--- config.mk ---
export PLATFORM = sky130hd
export DESIGN_NAME = imem_access_ctrl
export DESIGN_NICKNAME = d
export VERILOG_FILES = /design/src/rtl/imem_pkg.sv /design/src/rtl/rr_arb2.sv /design/src/rtl/imem_access_ctrl.sv
export SDC_FILE = /design/constraint.sdc
export NUM_CORES = 1
export LEC_CHECK = 0
export CORE_ASPECT_RATIO = 2
export CORE_UTILIZATION = 45
export CTS_BUF_LIST = sky130_fd_sc_hd__clkbuf_4
export CTS_CLUSTER_DIAMETER = 60
export DETAILED_ROUTE_END_ITERATION = 16
export PLACE_DENSITY = 0.87
export RECOVER_POWER = 25
export SETUP_SLACK_MARGIN = 0.15
export SLEW_MARGIN = 20
export SYNTH_ARGS = -nofsm -noshare
export SYNTH_HDL_FRONTEND = slang
export SYNTH_SLANG_ARGS = --single-unit
--- constraint.sdc ---
create_clock -name clk -period 4.7 [get_ports clk]
set_input_delay 0.94 -clock clk [delete_from_list [all_inputs] [get_ports clk]]
set_output_delay 0.94 -clock clk [all_outputs]
set_load 0.02 [all_outputs]
--- src/rtl/imem_pkg.sv ---
// Shared types and constants for the instruction-memory access path.
// Used by the fetch/loader controller and its arbiter.
package imem_pkg;

    localparam int IMEM_ADDR_W = 8;
    localparam logic [31:0] NOP_INSTR = 32'h00000013;
    localparam int FETCH_BYTES = 4;

    typedef enum logic [2:0] {
        S_IDLE,
        S_FETCH,
        S_FDRAIN,
        S_WRITE,
        S_ERR
    } imem_state_e;

    // Aligned word address whose upper bits fit the memory depth
    function automatic logic fetch_addr_ok(
        input logic [31:0] addr,
        input int unsigned addr_w
    );
        return (addr[1:0] == 2'b00) && ((addr >> addr_w) == 32'd0);
    endfunction

endpackage

--- src/rtl/rr_arb2.sv ---
// Two-requester round-robin arbiter with a last-grant register.
// Requester b is treated as last granted out of reset, so a wins first.
module rr_arb2 (
    input  logic clk,
    input  logic reset,
    input  logic en,
    input  logic req_a,
    input  logic req_b,
    output logic gnt_a,
    output logic gnt_b
);

    logic last_b;

    always_comb begin
        gnt_a = 1'b0;
        gnt_b = 1'b0;
        if (en) begin
            if (req_a && req_b) begin
                gnt_a = last_b;
                gnt_b = !last_b;
            end else begin
                gnt_a = req_a;
                gnt_b = req_b;
            end
        end
    end

    always_ff @(posedge clk or posedge reset) begin
        if (reset) begin
            last_b <= 1'b1;
        end else if (gnt_a) begin
            last_b <= 1'b0;
        end else if (gnt_b) begin
            last_b <= 1'b1;
        end
    end

endmodule

--- src/rtl/imem_access_ctrl.sv ---
// Shares the byte-wide instruction SRAM between fetch bursts and
// single-byte loader writes; fetches assemble a little-endian word.
module imem_access_ctrl
    import imem_pkg::*;
#(
    parameter int ADDR_W = IMEM_ADDR_W
) (
    input  logic              clk,
    input  logic              reset,
    input  logic              fetch_valid,
    output logic              fetch_ready,
    input  logic [31:0]       fetch_addr,
    output logic              rsp_valid,
    output logic [31:0]       rsp_data,
    output logic              rsp_err,
    input  logic              ld_valid,
    output logic              ld_ready,
    input  logic [ADDR_W-1:0] ld_addr,
    input  logic [7:0]        ld_data,
    output logic [ADDR_W-1:0] mem_addr,
    output logic              mem_we,
    output logic [7:0]        mem_wdata,
    input  logic [7:0]        mem_rdata
);

    imem_state_e state_q;
    imem_state_e state_d;

    logic [1:0]        cnt_q;
    logic [ADDR_W-1:0] base_q;
    logic [ADDR_W-1:0] ld_addr_q;
    logic [7:0]        ld_data_q;
    logic [23:0]       buf_q;
    logic              rsp_valid_q;
    logic              rsp_err_q;
    logic [31:0]       rsp_data_q;

    logic idle;
    logic gnt_f;
    logic gnt_l;
    logic addr_ok;

    assign idle = (state_q == S_IDLE);
    assign addr_ok = fetch_addr_ok(fetch_addr, ADDR_W);

    rr_arb2 u_arb (
        .clk   (clk),
        .reset (reset),
        .en    (idle),
        .req_a (fetch_valid),
        .req_b (ld_valid),
        .gnt_a (gnt_f),
        .gnt_b (gnt_l)
    );

    // Readies are forced low while reset is held so every output reads 0
    assign fetch_ready = gnt_f && !reset;
    assign ld_ready    = gnt_l && !reset;

    assign rsp_valid = rsp_valid_q;
    assign rsp_err   = rsp_err_q;
    assign rsp_data  = rsp_data_q;

    always_comb begin
        state_d   = state_q;
        mem_addr  = '0;
        mem_we    = 1'b0;
        mem_wdata = 8'h00;
        unique case (state_q)
            S_IDLE: begin
                if (gnt_f) begin
                    state_d = addr_ok ? S_FETCH : S_ERR;
                end else if (gnt_l) begin
                    state_d = S_WRITE;
                end
            end
            S_FETCH: begin
                mem_addr = base_q + ADDR_W'(cnt_q);
                if (cnt_q == 2'(FETCH_BYTES - 1)) begin
                    state_d = S_FDRAIN;
                end
            end
            S_FDRAIN: begin
                state_d = S_IDLE;
            end
            S_WRITE: begin
                mem_we    = 1'b1;
                mem_addr  = ld_addr_q;
                mem_wdata = ld_data_q;
                state_d   = S_IDLE;
            end
            S_ERR: begin
                state_d = S_IDLE;
            end
            default: begin
                state_d = S_IDLE;
            end
        endcase
    end

    always_ff @(posedge clk or posedge reset) begin
        if (reset) begin
            state_q     <= S_IDLE;
            cnt_q       <= 2'd0;
            base_q      <= '0;
            ld_addr_q   <= '0;
            ld_data_q   <= 8'h00;
            buf_q       <= 24'h0;
            rsp_valid_q <= 1'b0;
            rsp_err_q   <= 1'b0;
            rsp_data_q  <= 32'h0;
        end else begin
            state_q     <= state_d;
            rsp_valid_q <= 1'b0;
            unique case (state_q)
                S_IDLE: begin
                    cnt_q <= 2'd0;
                    if (gnt_f) begin
                        base_q <= fetch_addr[ADDR_W-1:0];
                    end else if (gnt_l) begin
                        ld_addr_q <= ld_addr;
                        ld_data_q <= ld_data;
                    end
                end
                S_FETCH: begin
                    cnt_q <= cnt_q + 2'd1;
                    // read data lags the address by one cycle
                    if (cnt_q != 2'd0) begin
                        buf_q <= {mem_rdata, buf_q[23:8]};
                    end
                end
                S_FDRAIN: begin
                    rsp_valid_q <= 1'b1;
                    rsp_err_q   <= 1'b0;
                    rsp_data_q  <= {mem_rdata, buf_q};
                end
                S_ERR: begin
                    rsp_valid_q <= 1'b1;
                    rsp_err_q   <= 1'b1;
                    rsp_data_q  <= NOP_INSTR;
                end
                default: begin
                end
            endcase
        end
    end

endmodule
==> run summary <==
Mean Syn Cell Area: 13.4 um2
Reg clk slew, reported paths: 0.12 ns
per-cell routed wire length: 16.4 um
cell-internal power: 2.20 mW
sequential element share of the synthesized area: 0.580
Slowest cell on crit path: clkdlybuf4s50_1
Routed WL: 8.15 mm
drc violations: 2
Critical Path AT: 3.09 ns
Total GRT Usage: 0.209
Worst path most repeated cell: clkdlybuf4s50_1
Top FF cell, synth: dfrtp_1
Setup TNS: 0 ns
final net count: 460
TritonCTS clock tree: yes
ratio of cells with drive above 1 in the final layout: 0.175
Syn. warnings: 0
post-synthesis cell count: 284
RSZ-0062 raised after global routing: no
Critical Path Source: ld_valid
mux contribution to synthesized area: 0.159
# diodes: 0
clock share of power: 0.137
top cell type's share of synthesized area: 0.573
Critical Path End: ld_ready
Routed Antenna Nets: 0
Worst R2R Setup Slack: 2.65 ns
Max clock buf depth: 2
storage element area: 0.00220 mm2
crit path cell chain: clkdlybuf4s50_1 > a21boi_0 > nand2_4 > nor2_1 > clkdlybuf4s50_1
post-CTS sizing: 0
ranking of synthesized cells by area: dfrtp_1 (57%), mux2_2 (11%), a22o_1 (6.7%), mux2_4 (3.6%), nor2_1 (1.7%)
Logic pwr share: 0.467
area of the multi-input gates: 0.00147 mm2
Sw Share: 0.368
Die X: 67.0 um
Tcrit/Tclk final: 0.858
Leakage: 2.23 nW
failing checks: DRC, capacitance limit, slew limit
Critical R2R Launch: state_q[2]$_DFFE_PP0P_
# rows: 47
cell family with most CP delay: buffers and inverters
Post-synth EDFFs: 0
largest net degree at the start of global routing: 59
fin. max-slew vios: 59
vias per std cell: 5.35
RD Place Congestion: 0.785
Critical Path Stages: 5
power per cell area: 678 mW/mm2
Clk Latency, worst-skew pair: 0.45 ns
TritonCTS Sinks: 88
cts hold-fix bufs: 0
WP buf/inv: 2
Worst path max stage delay: 0.62 ns
Core ar.: 0.00823 mm2
TritonRoute pass-1 iters: 10
DP Worst Slack: 0.843 ns
most common cell after layout, fill and taps aside: clkdlybuf4s50_1
sequential power share: 0.396
Filler cells: 658
Starting Density: 0.461
complex-gate fraction of the synthesized area: 0.109
Seq cells post-synth: 88
Setup Skew: 0.0139 ns
DIE HEIGHT: 132 um
Mapped Area: 0.00380 mm2
Num CTS Buffers: 9
reg2reg path depth: 3
antenna violations before repair: 0
synth unique cells: 41
Die Area: 0.00884 mm2
crit path kind: in2out
IO Port Bufs: 112
terminus of the critical flop-to-flop path: rsp_data[27]$_DFFE_PP0P_
CP endpoint kind: primary output
DP Wirelength: 5.97 mm
HP Class: reg2reg
Adder-Cell Fraction of Synth Area: 0.0184
via count: 2662
Post-CTS Setup Inserts: 0
post-synth net total: 349
Async SR Flop Fraction: 1.00
Iteration-0 DRC Markers: 132
vias in the first global route: 2932
Final Setup Violations: 0
P_sw: 1.28 mW
CTS Root Cell: clkbuf_4
Worst Setup Start Kind: input port
Layout Cell Area excl Fill: 0.00513 mm2
Worst slew margin: -0.654
grt total ovfl: 0
CP Data Required Time: 3.76 ns
I/O pins: 113
min Tclk post-route: 4.03 ns
status: finished, violations left
fmax: 0.248 GHz
area grow syn2layout: 34.9%
area leader, netlist: dfrtp_1
Synth Area in XOR/XNOR: 0.0161
largest fanout on the critical path: 17
largest family of logic cells by synthesized area: multiplexers
Worst-Margin Slew: 2.47 ns
dpl cell area: 0.00497 mm2
Post-Synth Simple-Gate Area: 0.0866
Final Hold Violating Endpoints: 0
H-tree Lvls: 3
VDD IR max: 0.000367 V
most frequent cells in the layout: clkdlybuf4s50_1 (111), dfrtp_1 (87), mux2_2 (37)
slack of the critical path: 0.665 ns
first-pass GRT wire length: 13.8 mm
max-cap violations: 1
## power groups by stage
stage | sequential, mW | combinational, mW | clock (mW)
after global routing | 1.42 | 1.76 | 0.513
after CTS | 1.38 | 1.65 | 0.488
after global placement | 1.37 | 1.60 | 0
after detailed placement | 1.39 | 1.65 | 0
after floorplan | 1.45 | 0.988 | 0
final | 1.38 | 1.62 | 0.476
## per-layer routing
metal / GRT usage / vias up / wire, um
met1: 0.227 / 1301 / 2970
met3: 0.0502 / 16 / 389
met2: 0.366 / 92 / 4570
li1: - / 1253 / -
met4: 0.0957 / 0 / 213
met5: 0 / - / 0
## stage by stage
| step | utilization | instances | total power [mW] | hold slack (ns) |
|---|---|---|---|---|
| finish | 0.623 | 498 | 3.48 | 0.515 |
| global route | 0.623 | 498 | 3.70 | 0.535 |
| CTS | 0.624 | 498 | 3.52 | 0.516 |
| detailed placement | 0.604 | 482 | 3.04 | 0.486 |
| global placement | 0.604 | 482 | 2.97 | 0.471 |
| floorplan | - | 284 | 2.44 | 0.459 |
## cells in the mapped netlist, types with 2 or more instances
library cell	n
nand3_1	2
ha_1	4
mux2_2	37
inv_1	7
o21ai_0	7
nor3_1	2
buf_2	6
nor2_1	17
xor2_1	2
nand2_1	6
and3_1	8
a21oi_1	10
buf_6	3
mux2_4	9
mux2_1	2
xnor2_1	5
clkbuf_1	4
mux2i_1	3
nand2b_1	4
a22o_1	29
nor4_1	6
dfrtp_1	87
o22a_1	6
## worst reg2reg max path: cells and delay by family, from the launching register on
family           cells  cell delay, ns
AO/OA/AOI/OAI        1            0.49
XOR/XNOR             1            0.22
flip-flops           1            0.62
AND/OR/NAND/NOR      1            0.63
## registers in the layout, summed over array words and instances (netlist names)
register	count
state_q	3
rsp_valid	1
buf_q	24
u_arb.last_b	1
rsp_data	32
ld_addr_q	8
cnt_q	2
ld_data_q	8
rsp_err	1
base_q	8
## area by class of cell
class / instances / share of cell area
inverters: 8 / 0.00610
flip-flops and latches: 88 / 0.430
clock inverters: 7 / 0.0188
clock buffers: 9 / 0.0132
multi-input cells: 174 / 0.287
well taps: 98 / 0.0239
repair buffers: 114 / 0.222
## cells by family after synthesis
kind of cell               Yosys count
AOI/OAI and AO/OA                   55
xor gates and xnor gates             7
muxes                               51
DFF                                 88
adders and majority gates            5
buffers and inverters               22
and+or+nand+nor                     56
## worst min path at each step
stage                         start                      end  slack (ns)  cells past startpoint
6_report       buf_q[5]$_DFFE_PP0P_  rsp_data[5]$_DFFE_PP0P_        0.52                      1
5_1_grt        buf_q[6]$_DFFE_PP0P_  rsp_data[6]$_DFFE_PP0P_        0.53                      1
4_1_cts        buf_q[5]$_DFFE_PP0P_  rsp_data[5]$_DFFE_PP0P_        0.52                      1
3_5_place_dp   buf_q[7]$_DFFE_PP0P_  rsp_data[7]$_DFFE_PP0P_        0.49                      1
3_3_place_gp   buf_q[3]$_DFFE_PP0P_  rsp_data[3]$_DFFE_PP0P_        0.47                      1
2_1_floorplan  buf_q[4]$_DFFE_PP0P_     buf_q[4]$_DFFE_PP0P_        0.46                      1
(Power assumes the default switching activity.)
